$ cat config.mk
export PLATFORM = sky130hd
export DESIGN_NAME = sorter_input_buffer
export DESIGN_NICKNAME = d
export VERILOG_FILES = /design/src/rtl/sorter_input_buffer.sv
export SDC_FILE = /design/constraint.sdc
export NUM_CORES = 1
export LEC_CHECK = 0
export BUFFER_PORTS_ARGS = -buffer_cell sky130_fd_sc_hd__buf_2
export CAP_MARGIN = 20
export CELL_PAD_IN_SITES_DETAIL_PLACEMENT = 0
export CELL_PAD_IN_SITES_GLOBAL_PLACEMENT = 1
export CORE_AREA = 2 2 346 348
export DETAILED_ROUTE_END_ITERATION = 10
export DIE_AREA = 0 0 348 350
export GPL_TIMING_DRIVEN = 0
export PLACE_DENSITY_LB_ADDON = 0.25
export SLEW_MARGIN = 25
export SYNTH_ARGS = -nofsm -noshare
export SYNTH_HDL_FRONTEND = slang
export SYNTH_SLANG_ARGS = --single-unit
$ cat constraint.sdc
create_clock -name clock -period 2.44 [get_ports clock]
set_clock_uncertainty 0.2 [all_clocks]
set_input_delay 0.488 -clock clock [delete_from_list [all_inputs] [get_ports clock]]
set_output_delay 0.488 -clock clock [all_outputs]
set_load 0.02 [all_outputs]
$ cat src/rtl/sorter_input_buffer.sv
// Collects a stream of {dest, user, data} samples into a CHUNK_SIZE batch and
// presents it in parallel to the sorting network, padding short batches with max keys.
module sorter_input_buffer #(
    parameter int unsigned DATA_WIDTH = 32,
    parameter int unsigned USER_WIDTH = 32,
    parameter int unsigned DEST_WIDTH = 32,
    parameter int unsigned CHUNK_SIZE = 8
) (
    input  logic                                           clock,
    input  logic                                           reset,
    input  logic [DATA_WIDTH-1:0]                          in_data,
    input  logic [USER_WIDTH-1:0]                          in_user,
    input  logic [DEST_WIDTH-1:0]                          in_dest,
    input  logic                                           in_valid,
    input  logic                                           in_last,
    output logic                                           in_ready,
    output logic [DATA_WIDTH+USER_WIDTH+DEST_WIDTH-1:0]    out_data [CHUNK_SIZE-1:0],
    output logic                                           out_valid,
    input  logic                                           out_ready,
    output logic [$clog2(CHUNK_SIZE+1)-1:0]                out_count,
    output logic                                           out_last
);

    localparam int unsigned ENTRY_W = DATA_WIDTH + USER_WIDTH + DEST_WIDTH;
    localparam int unsigned CNT_W   = $clog2(CHUNK_SIZE + 1);
    localparam logic [CNT_W-1:0]   LAST_IDX = CNT_W'(CHUNK_SIZE - 1);
    // Padding carries the largest key so it sorts above every real sample.
    localparam logic [ENTRY_W-1:0] PAD_ENTRY =
        {DEST_WIDTH'(0), USER_WIDTH'(0), {DATA_WIDTH{1'b1}}};

    typedef enum logic {
        FILL    = 1'b0,
        PRESENT = 1'b1
    } state_t;

    state_t            state;
    logic [CNT_W-1:0]  idx;
    logic              closing_c;
    logic [ENTRY_W-1:0] beat_c;

    assign in_ready  = (state == FILL) && !reset;
    assign closing_c = (idx == LAST_IDX) || in_last;
    assign beat_c    = {in_dest, in_user, in_data};

    // Batch fill / present sequencer with registered batch outputs.
    always_ff @(posedge clock) begin
        if (reset) begin
            state     <= FILL;
            idx       <= '0;
            out_valid <= 1'b0;
            out_count <= '0;
            out_last  <= 1'b0;
            for (int unsigned i = 0; i < CHUNK_SIZE; i++) begin
                out_data[i] <= '0;
            end
        end else begin
            case (state)
                FILL: begin
                    if (in_valid) begin
                        for (int unsigned i = 0; i < CHUNK_SIZE; i++) begin
                            if (CNT_W'(i) == idx) begin
                                out_data[i] <= beat_c;
                            end else if (closing_c && (CNT_W'(i) > idx)) begin
                                out_data[i] <= PAD_ENTRY;
                            end
                        end
                        if (closing_c) begin
                            out_count <= idx + CNT_W'(1);
                            out_last  <= in_last;
                            out_valid <= 1'b1;
                            state     <= PRESENT;
                        end else begin
                            idx <= idx + CNT_W'(1);
                        end
                    end
                end
                PRESENT: begin
                    if (out_ready) begin
                        out_valid <= 1'b0;
                        idx       <= '0;
                        state     <= FILL;
                    end
                end
                default: begin
                    state <= FILL;
                end
            endcase
        end
    end

endmodule

==> results.json <==
{
  "max_cap_viol_count": 0,
  "synth_edf_count": 0,
  "status": "complete, no violations",
  "max_freq_mhz": 422,
  "gp_congestion": 0.806,
  "final_max_slew_viol_count": 0,
  "drtAntennaViolNets": 0,
  "dieHeight_um": 350,
  "multi_input_area_um2": 9310,
  "period_needed_ns": 2.37,
  "required_ns": 2.77,
  "grt_pass1_vias": 24033,
  "n_fill_cell": 12454,
  "dr.first_iter.drc_count": 1842,
  "start_util_pct": 22.4,
  "ys_ff_latch": 779,
  "dieArea_um2": 122000,
  "vias": 25252,
  "final_nets": 3830,
  "syn-instance-count": 2745,
  "hold_viol": 0,
  "endpoint_kind": "flop",
  "final_cells": 5334,
  "ir_drop_mv": 0.455,
  "tritoncts": "yes",
  "wl_per_cell_um": 26.4,
  "power.total_mw": 31.3,
  "fin_crit_sh_pct": 97.2,
  "dp_cells": 5070,
  "grt_max_degree": 17,
  "seqCellArea_um2": 15600,
  "dpl.hpwl_um": 104000,
  "core_um2": 118000,
  "async_flop_share_pct": 0,
  "grt_setup_unrepaired": "yes",
  "grt_overflow": 0,
  "synth_top_area_cell": "dfxtp_1",
  "ys_seq_area_share_pct": 59.2,
  "synth_cell_types": 46,
  "clock_sinks": 779,
  "hold_path_class": "in2reg",
  "relSlewSlack_pct": 30.4,
  "final_layout_size_suffix_gt1_share_pct": 33.7,
  "area.growth.synth_to_final_pct": 40.5,
  "clk_latency_ns": 0.68,
  "yosys-top-cells-area": "dfxtp_1 (59%), a22oi_1 (11%), nor2_1 (8.3%), o22ai_1 (3.8%), nand2_1 (2.9%)",
  "clock_path_buffers": 3,
  "cts_made_buffers": 94,
  "worst_pin_slew_ns": 1.04,
  "track_usage_pct": 22.0,
  "worstPathArrival_ns": 2.70,
  "synthesis.nets": 2850,
  "via_per_inst": 4.73,
  "synth_top_area_share_pct": 59.2,
  "yosys_warnings": 0,
  "worstSetupPathType": "reg2reg",
  "firstDrtPassIters": 5,
  "setup_tns_ns": 0,
  "critPathMaxFanout": 10,
  "clkTransAtPathRegs_ns": 0.07,
  "syn_area_um2": 26300,
  "dieWidth_um": 348,
  "finalSetupViolCount": 0,
  "root_buffer": "clkbuf_16",
  "htreeDepth": 3,
  "port_buffers": 778,
  "drc": 0,
  "grt_pass1_wl_um": 192000,
  "drt_wl_total_um": 141000,
  "fin_ws_ns": 0.0677,
  "yosys_most_used_dff": "dfxtp_1",
  "antenna_found_initial": 12,
  "num_rows": 126,
  "power.density_nw_per_um2": 846,
  "p_leak_nw": 16.5,
  "dp_worst_setup_slack_ns": -1.37,
  "ioPinCount": 876,
  "cp-start-kind": "flop",
  "synth.avg_cell_area_um2": 9.60
}
-- synth_stat cells, types with 2 or more instances --
library cell    n
dfxtp_1       779
a211oi_2        2
or2_2           2
clkbuf_1      163
buf_1          10
inv_1           3
nor2b_1         4
nor3_1          2
buf_4           4
ha_1            4
o22ai_2        30
o221a_1         7
nand2b_1        3
nand2_1       202
a22o_1         64
and3_1          5
buf_6          17
buf_2         148
o22ai_1       162
a21oi_1       106
nor2_1        581
o21a_1          2
nand3_1        10
nor2_2          3
o21ai_1         3
o221a_2        25
a22oi_1       384
a211o_1         2
-- worst paths after layout --
path,start,to,slack (ns),cells after the start
setup / recovery,idx[0]$_SDFFE_PP0P_,out_data[390]$_SDFFE_PP0P_,0.07,9
hold / removal,in_data[21],out_data[21]$_SDFFE_PP0P_,0.11,3
setup reg to reg,idx[0]$_SDFFE_PP0P_,out_data[390]$_SDFFE_PP0P_,0.07,9
hold reg to reg,out_data[31]$_SDFFE_PP0P_,out_data[31]$_SDFFE_PP0P_,0.25,2
-- logic make-up (layout without fill, tap and decap cells) --
kind of cell	after synthesis	count (layout)	synth area share [%]
multiplexers	2	2	0.0807
AO/OA/AOI/OAI	792	792	22.2
flip-flops	779	779	59.2
AND/OR/NAND/NOR	822	822	12.2
buffers and inverters	346	1398	6.17
adder cells (fa/ha/maj)	4	4	0.190
other	0	1	0
-- layout make-up --
| type | instances | area share [%] |
|---|---|---|
| Clock buffer | 130 | 7.24 |
| Inverter | 4 | 0.0608 |
| Clock inverter | 38 | 1.30 |
| Buffer | 336 | 4.76 |
| Timing Repair Buffer | 890 | 14.2 |
| Multi-Input combinational cell | 1620 | 25.1 |
| Tap cell | 1536 | 5.19 |
| Sequential cell | 779 | 42.1 |
| Antenna cell | 1 | 0.00676 |
-- registers in the layout, summed over array words and instances (netlist names) --
| name | flops |
|---|---|
| idx | 4 |
| out_count | 4 |
| out_data | 768 |
| out_last | 1 |
| out_valid | 1 |
| state | 1 |
-- layout by cell type (no fill, tap or decap), types with 3 or more instances in the layout --
cell type      synthesis  final
clkbuf_1             163    127
buf_4                  4     25
buf_2                148    923
a22oi_1              384    382
nor2_1               581    581
clkinvlp_4             0      5
bufinv_16              0      9
clkbuf_4               0      4
o22ai_2               30     33
a22o_1                64     64
nor2_4                 0      3
o221a_1                7      7
buf_12                 0      8
inv_16                 0      3
dfxtp_1              779    777
o221a_2               25     25
nand2_1              202    200
a21oi_1              106    104
o22ai_1              162    159
nand2b_1               3      3
nor2b_1                4      3
buf_16                 0     10
dlygate4sd3_1          0     80
nand3_1               10      7
clkbuf_16              0     96
buf_6                 17     21
clkinv_2               0     21
clkbuf_2               0     41
clkbuf_8               0     19
-- timing repair --
action,CTS,global route
setup endpoints to repair,749,388
hold buffers,80,0
setup buffers,15,6
resized for setup,76,60
hold endpoints to repair,219,0
pin swaps,8,3
-- worst max-delay path, stage by stage (launching register included) --
cell        delay (ns)
dfxtp_2           0.37
clkbuf_8          0.18
clkinvlp_4        0.16
ha_4              0.23
mux2_2            0.32
and2_0            0.17
buf_4             0.19
buf_4             0.20
o22ai_1           0.14
nor2_1            0.06
-- power breakdown --
group / switching [mW] / leakage (nW) / internal (mW)
Combinational: 2.39 / 8.56 / 1.01
Clock: 5.90 / 1.56 / 8.64
Sequential: 0.225 / 6.34 / 13.2
Total: 8.51 / 16.5 / 22.8
-- per-layer routing --
metal | routed length [um] | GRT usage, %
met5 | 27 | 0
met1 | 58000 | 26.6
met3 | 9850 | 5.76
met4 | 4860 | 8.12
met2 | 67900 | 37.4
-- per-stage QoR --
stage	utilization, %	hold WS (ns)	area [um^2]
global route	31.4	0.0786	37000
global placement	27.3	0.239	32200
finish	31.4	0.106	37000
CTS	31.3	0.0330	36900
floorplan	-	0.334	26300
detailed placement	27.6	0.243	32500
Note: power is estimated with default switching activity, not from simulation.
